===== config.mk =====
export PLATFORM = sky130hd
export DESIGN_NAME = serial_borrow_select_sub
export DESIGN_NICKNAME = d
export VERILOG_FILES = /design/src/rtl/serial_borrow_select_sub.sv
export SDC_FILE = /design/constraint.sdc
export NUM_CORES = 1
export LEC_CHECK = 0
export BUFFER_PORTS_ARGS = -buffer_cell sky130_fd_sc_hd__clkbuf_2
export CORE_ASPECT_RATIO = 1.2
export CORE_UTILIZATION = 54
export DETAILED_ROUTE_END_ITERATION = 7
export GPL_ROUTABILITY_DRIVEN = 0
export MAX_ROUTING_LAYER = met4
export PLACE_DENSITY = 0.79
export SYNTH_ARGS = -nofsm -noshare
export SYNTH_HDL_FRONTEND = slang
export SYNTH_SLANG_ARGS = --single-unit

===== constraint.sdc =====
create_clock -name clk -period 3.84 [get_ports clk]
set_clock_uncertainty 0.15 [all_clocks]
set_input_delay 0.768 -clock clk [delete_from_list [all_inputs] [get_ports clk]]
set_output_delay 0.768 -clock clk [all_outputs]
set_load 0.02 [all_outputs]

===== src/rtl/serial_borrow_select_sub.sv =====
// Nibble-serial 16-bit subtractor: one borrow-select nibble per cycle, five-cycle turnaround.
// Optional SUB_SAT_EN: an underflowing result is clamped to zero.
module serial_borrow_select_sub (
    input  logic        clk,
    input  logic        rst_n,
    input  logic        start,
    input  logic [15:0] a,
    input  logic [15:0] b,
    input  logic        b_in,
    output logic        busy,
    output logic        done,
    output logic [15:0] d,
    output logic        b_out
);

    typedef enum logic [1:0] {IDLE, RUN, DONE} state_t;

    state_t      state;
    state_t      state_next;
    logic [15:0] a_r;
    logic [15:0] b_r;
    logic        borrow;
    logic [1:0]  cnt;
    logic        accept;
    logic [3:0]  a_nib;
    logic [3:0]  b_nib;
    logic [4:0]  diff0;
    logic [4:0]  diff1;
    logic [3:0]  nib_sel;
    logic        bor_sel;

    assign accept = start && (state != RUN);

    // Both borrow cases are computed up front; the registered borrow only drives the mux.
    always_comb begin
        a_nib   = a_r[{cnt, 2'b00} +: 4];
        b_nib   = b_r[{cnt, 2'b00} +: 4];
        diff0   = {1'b0, a_nib} - {1'b0, b_nib};
        diff1   = {1'b0, a_nib} - {1'b0, b_nib} - 5'd1;
        nib_sel = borrow ? diff1[3:0] : diff0[3:0];
        bor_sel = borrow ? diff1[4] : diff0[4];
    end

    always_ff @(posedge clk or negedge rst_n) begin
        if (!rst_n) state <= IDLE;
        else        state <= state_next;
    end

    always_comb begin
        state_next = state;
        busy       = 1'b0;
        done       = 1'b0;
        unique case (state)
            IDLE: if (start) state_next = RUN;
            RUN: begin
                busy = 1'b1;
                if (cnt == 2'd3) state_next = DONE;
            end
            DONE: begin
                done       = 1'b1;
                state_next = start ? RUN : IDLE;
            end
            default: state_next = IDLE;
        endcase
    end

    always_ff @(posedge clk or negedge rst_n) begin
        if (!rst_n) begin
            a_r    <= 16'h0000;
            b_r    <= 16'h0000;
            borrow <= 1'b0;
            cnt    <= 2'd0;
            d      <= 16'h0000;
            b_out  <= 1'b0;
        end else if (accept) begin
            a_r    <= a;
            b_r    <= b;
            borrow <= b_in;
            cnt    <= 2'd0;
            d      <= 16'h0000;
            b_out  <= 1'b0;
        end else if (state == RUN) begin
            d[{cnt, 2'b00} +: 4] <= nib_sel;
            borrow <= bor_sel;
            cnt    <= cnt + 2'd1;
            if (cnt == 2'd3) begin
                b_out <= bor_sel;
`ifdef SUB_SAT_EN
                if (bor_sel) d <= 16'h0000;
`endif
            end
        end
    end

endmodule


==> results of run 1 <==
## cells by family (layout without fill, tap and decap cells)
logic type / after synthesis / count (layout) / synth area share (%)
muxes: 42 / 42 / 22.05
adders and majority gates: 10 / 10 / 5.217
AOI/OAI and AO/OA: 28 / 28 / 7.678
DFF: 54 / 54 / 53.15
xor gates and xnor gates: 6 / 6 / 2.362
and+or+nand+nor: 26 / 26 / 5.610
buffers and inverters: 23 / 79 / 3.937
## stage by stage
step	hold slack, ns	area [um^2]	setup WS (ns)	std cells	utilization [%]
2_1_floorplan	0.3024	2542	0.6121	189	-
3_3_place_gp	0.3177	2864	0.7216	296	62.80
3_5_place_dp	0.3214	2864	0.6279	296	62.80
4_1_cts	0.3429	2944	0.6073	303	64.55
5_1_grt	0.3600	2944	0.3960	303	64.55
6_report	0.3417	2944	0.6407	303	64.55
## critical path: cells and delay by family, from the launching register on
| family | cells | cell delay, ns |
|---|---|---|
| multiplexers | 2 | 0.71 |
| XOR/XNOR | 1 | 0.16 |
| adder cells (fa/ha/maj) | 3 | 0.93 |
| AND/OR/NAND/NOR | 2 | 0.43 |
| flip-flops | 1 | 0.60 |
| AO/OA/AOI/OAI | 1 | 0.10 |
## routing by layer
| layer | up-vias | global-route usage, % | part of all wire (%) |
|---|---|---|---|
| met4 | 0 | 8.000 | 1.7 |
| met2 | 52 | 37.68 | 51 |
| met5 | - | - | 0 |
| met1 | 808 | 27.18 | 43 |
| li1 | 777 | - | - |
| met3 | 6 | 5.060 | 4.3 |
## worst paths after layout
| path | end | from |
|---|---|---|
| worst max-delay path | borrow | cnt[0] |
| worst min-delay path | a_r[13] | a_r[13] |
| worst max register to register | borrow | cnt[0] |
| worst min register to register | a_r[13] | a_r[13] |
| max in group asynchronous | state[0] | rst_n |
| min in group asynchronous | d[0] | rst_n |
## final cells by class
| class | instances | share of cell area [%] |
|---|---|---|
| Tap cell | 58 | 2.465 |
| Timing Repair Buffer | 57 | 9.945 |
| Clock buffer | 6 | 2.465 |
| Clock inverter | 1 | 0.2550 |
| Multi-Input combinational cell | 112 | 37.06 |
| Sequential cell | 54 | 45.90 |
| Inverter | 15 | 1.912 |
## registers in the layout, indices dropped and copies added, names as in the netlist
register,flops
a_r,16
state,2
d,16
b_r,16
borrow,1
b_out,1
cnt,2
## cell usage in the layout, fill, tap and decap left out, types with 2 or more instances in the layout
cell type   n
dfrtp_1    54
clkbuf_2   54
mux2_2     25
inv_1      14
a22o_1     12
nand2_1     9
ha_1        9
mux4_2      8
mux2_1      7
a21oi_1     6
clkbuf_8    5
xnor2_1     4
o21ai_0     4
nor2_1      3
buf_4       3
nor2b_1     2
nand2b_1    2
and3_1      2
nand4_1     2
mux2i_1     2
o21ai_1     2
==> results by group, run 1 <==
Yosys
  – Seq cells post-synth: 54
  – Synth top area share: 53.15%
  – Synth cell count leaders: dfrtp_1, mux2_2, inv_1
  – Syn Nets: between 200 and 250
  – Dominant cells by area after synthesis: dfrtp_1, mux2_2, mux4_2, ha_1, a22o_1
  – Dominant cell type by area after synthesis: dfrtp_1
  – Mapped Avg Cell Area: around 13 um^2
  – Async set or reset register ratio after synthesis: between 90% and 100%
  – Synth cell types: 35
  – Top-count cell post-synth: dfrtp_1
  – Synth warnings: 0
  – Sequential-to-total area share from yosys stat: 53.15%
  – Cell count after synthesis: about 190
  – Synth Flop Type: dfrtp_1
  – Synthesized area: ~2500 um^2
  – Number of synthesized flops with an enable pin: 0

Critical path
  – Crit. End Element: register
  – CP startpoint kind: register
  – Slowest cell on crit path: dfrtp_1
  – CP required: 3.88 ns
  – Peak fanout along the critical path: 7
  – Flop-to-flop setup slack: ~0.64 ns
  – Critical path class: reg2reg
  – Worst path max stage delay: around 0.6 ns
  – Worst path cell trace: mux4_2, ha_1, fa_1, ha_1, nand2_1, or3b_1, mux2i_1, xnor2_1, a21oi_1
  – Worst path most repeated cell: ha_1
  – FF-to-FF path depth: 9
  – Arrival @ worst endpoint: 3.24 ns

STA
  – Setup violators final: 0
  – Hold Violations, Final: 0
  – Worst relative slew slack: between 40% and 50%
  – Unrepaired setup endpoints after global routing: false
  – Worst-Margin Slew: approximately 0.79 ns
  – Max Slew Vio Count: 0
  – Tcrit/Tclk final: about 83%
  – Minimum clock period: ~3.2 ns
  – Top achievable clock speed: about 310 MHz
  – Post-route setup TNS: 0 ns

Cells and area
  – Final Net Count: slightly below 300
  – FF+latch area: 1351 um^2
  – Share of cells above drive strength 1: between 40% and 50%
  – Diodes inserted: 0
  – # fillers: between 300 and 400
  – Area of the multi-input gates: around 1100 um^2
  – Synth-to-Final Area Change: 15.80%

Clock network
  – CTS tree: built
  – Clk sinks: 54
  – Clk_lat worst skew: between 0.3 and 0.4 ns
  – Clock slew at the register clock pins of the worst setup and hold paths: around 0.09 ns
  – Root Driver: clkbuf_8
  – # H-tree levels: 2
  – CTS Buf Count: 5
  – Post-CTS Setup Bufs: 0
  – CTS resizes: 0
  – Clock buffer depth: 2
  – CTS Hold Bufs: 0

Floorplanning
  – Initial core utilization: 55.75%
  – CORE AREA: between 4000 and 5000 um^2
  – DIE HEIGHT: 77.17 um
  – Die X: ~65 um
  – Std cell rows: 27
  – Die area: 4988 um^2
  – Num ports: 55

Detailed routing
  – Routed len/inst: between 15 and 20 um
  – Final wirelength: 4669 um
  – Remaining routing DRC violations: 0
  – ANT nets after route: 0
  – DR vias/cell: between 5 and 6
  – Drt pass-1 iters: 4
  – Via count: 1643
  – DR iter-0 viols: 52

Min path
  – Hold-critical path depth: 1
  – Worst Hold Class: reg2reg

Run status
  – Status: complete, no violations

Global route
  – GRT Util Overall: roughly 23%
  – Antenna violations before repair: 0
  – Largest net degree at the start of global routing: 33
  – Global-route wire length before repair: between 8000 and 9000 um
  – Vias in the first global route: ~1700
  – Grt ovf: 0

Place
  – Port-buffer cells: 54
  – Hpwl dp: roughly 3700 um

Run
  – Max-cap violation count: 0
Power of run 1 is left out: the tool's default activity adds up to more than one toggle a clock period on the data nets, which glitch-free logic cannot reach.
==> run 2: changes to the inputs <==
Settings changed: ABC_AREA from default to 1.
Clock period 3.84 ns to 3.2 ns, I/O delays scaled along.
==> results by group, run 2 <==
Yosys
  – Number of synthesized flops with an enable pin: 0
  – Synth top area share: between 50% and 60%
  – Synth warnings: 0
  – Sequential-to-total area share from yosys stat: about half
  – Dominant cell type by area after synthesis: dfrtp_1
  – Synth cell types: 26
  – Async set or reset register ratio after synthesis: 100.0%
  – Dominant cells by area after synthesis: dfrtp_1, nand2_1, ha_1, inv_1, o21ai_0
  – Seq cells post-synth: 54
  – Synthesized area: about 2700 um^2
  – Mapped Avg Cell Area: between 8 and 9 um^2
  – Synth cell count leaders: nand2_1, dfrtp_1, inv_1
  – Cell count after synthesis: between 300 and 400
  – Synth Flop Type: dfrtp_1
  – Syn Nets: about 380
  – Top-count cell post-synth: nand2_1

Clock network
  – CTS Buf Count: 5
  – Clk_lat worst skew: 0.31 ns
  – Clk sinks: 54
  – Root Driver: clkbuf_8
  – CTS resizes: 0
  – # H-tree levels: 2
  – Clock slew at the register clock pins of the worst setup and hold paths: 0.10 ns
  – Post-CTS Setup Bufs: 0
  – Clock buffer depth: 2
  – CTS Hold Bufs: 0
  – CTS tree: built

Detailed routing
  – Drt pass-1 iters: 4
  – Remaining routing DRC violations: 0
  – DR iter-0 viols: approximately 240
  – Via count: 2277
  – Final wirelength: around 5700 um
  – DR vias/cell: 5.128
  – Routed len/inst: 12.89 um
  – ANT nets after route: 0

Global route
  – Grt ovf: 0
  – Antenna violations before repair: 0
  – Global-route wire length before repair: roughly 10000 um
  – GRT Util Overall: 25.90%
  – Vias in the first global route: approximately 2200
  – Largest net degree at the start of global routing: 37

Critical path
  – Arrival @ worst endpoint: just over 3 ns
  – Crit. End Element: register
  – Peak fanout along the critical path: 16
  – CP startpoint kind: register
  – Critical path class: reg2reg
  – CP required: roughly 3.3 ns

Floorplanning
  – CORE AREA: approximately 4700 um^2
  – Std cell rows: 27
  – Die area: approximately 5200 um^2
  – Num ports: 55
  – DIE HEIGHT: roughly 80 um
  – Initial core utilization: 57.46%
  – Die X: roughly 66 um

Power and ir drop
  – Maximum vdd drop: just under 0.6 mV
  – Pwr per Cell Area: approximately 1300 nW/um^2
  – Leakage: ~1.7 nW
  – Tot Pwr: ~0.0040 W

Cells and area
  – Diodes inserted: 0
  – Final Net Count: 431
  – # fillers: roughly 410
  – Synth-to-Final Area Change: 17.09%
  – Design Area, Final: roughly 3100 um^2
  – Most frequent cells in the layout: nand2_1, dfrtp_1, clkbuf_2, inv_1, o21ai_0
  – Share of cells above drive strength 1: between 20 and 25%
  – Most common cell after layout, fill and taps aside: nand2_1
  – Largest registers: a_r x16, b_r x16, d x16

STA
  – Max Slew Vio Count: 0
  – Worst-Margin Slew: 0.6437 ns
  – Hold Violations, Final: 0
  – Worst relative slew slack: between 50% and 60%
  – Top achievable clock speed: between 300 and 400 MHz
  – Minimum clock period: about 2.9 ns
  – Setup violators final: 0
  – Post-route setup TNS: 0 ns
  – Tcrit/Tclk final: 92.01%
  – Unrepaired setup endpoints after global routing: false

Place
  – Placement Cell Area: ~3000 um^2
  – Port-buffer cells: 54
  – Hpwl dp: around 4300 um

Run
  – Max-cap violation count: 0

Min path
  – Worst Hold Class: in2async

Run status
  – Status: complete, no violations
-- run 2: cell count changes in the layout (fill, tap and decap cells not counted), sizes merged, moves of 10 or more --
cell / before / now
o21ai: 6 / 23
a22o: 12 / 0
nand3: 1 / 11
inv: 15 / 32
mux2: 32 / 0
nor2: 4 / 16
nand2: 9 / 147
-- run 2: logic make-up after synthesis --
| kind of cell | Yosys count | synth area share, % |
|---|---|---|
| AOI/OAI and AO/OA | 46 | 10.28 |
| xor gates and xnor gates | 1 | 0.6074 |
| adders and majority gates | 10 | 4.951 |
| buffers and inverters | 43 | 6.819 |
| DFF | 54 | 50.44 |
| and+or+nand+nor | 177 | 26.90 |
-- run 2: final timing paths --
check	cells past startpoint	end	slack (ns)	startpoint
hold / removal	1	d[5]	0.18	rst_n
min in group clk	2	a_r[11]	0.33	a_r[11]
hold reg to reg	2	a_r[11]	0.33	a_r[11]
max in group asynchronous	2	b_r[6]	1.90	rst_n
setup / recovery	12	borrow	0.26	cnt[1]
setup reg to reg	12	borrow	0.26	cnt[1]
-- run 2: stage by stage --
step | instances | util, % | setup WS, ns | hold slack (ns)
after detailed placement | 436 | 64.22 | 0.3271 | 0.3079
after CTS | 444 | 67.28 | 0.2906 | 0.1984
final | 444 | 67.28 | 0.2558 | 0.1797
after floorplan | 331 | - | 0.5765 | 0.1944
after global routing | 444 | 67.28 | 0.03391 | 0.2240
after global placement | 436 | 64.22 | 0.4105 | 0.3036
-- run 2: final cells by class --
cell class	instances	area (um^2)	share of cell area, %
clock inverter	2	60.06	1.915
timing repair buffer	58	300.3	9.573
multi-input combinational	234	1145	36.50
tap	58	72.57	2.314
sequential	54	1351	43.08
clock buffer	6	82.58	2.633
inverter	32	125.1	3.989
-- run 2: critical path: stages (launching register included) --
cell     delay (ns)
dfrtp_1        0.44
inv_1          0.36
a21oi_1        0.07
a32o_1         0.24
ha_1           0.23
fa_1           0.51
ha_1           0.17
nand2_2        0.08
a21oi_1        0.18
nand3_1        0.10
nand2_1        0.06
nand3_1        0.12
a21oi_1        0.15
-- run 2: metal layers --
metal | wire (um) | part of all wire [%] | vias up | global-route usage, %
li1 | - | - | 1154 | -
met1 | 2410 | 42 | 1034 | 32.27
met2 | 2885 | 50 | 73 | 41.43
met3 | 261 | 4.6 | 16 | 4.885
met4 | 166 | 2.9 | 0 | 10.21
met5 | 0 | 0 | - | -
-- run 2: power breakdown --
| group | switching (W) | internal, W |
|---|---|---|
| combinational | 0.00150 | 0.000790 |
| clock | 0.000221 | 0.000334 |
| sequential | 0.000188 | 0.000973 |
(Power assumes the default switching activity.)
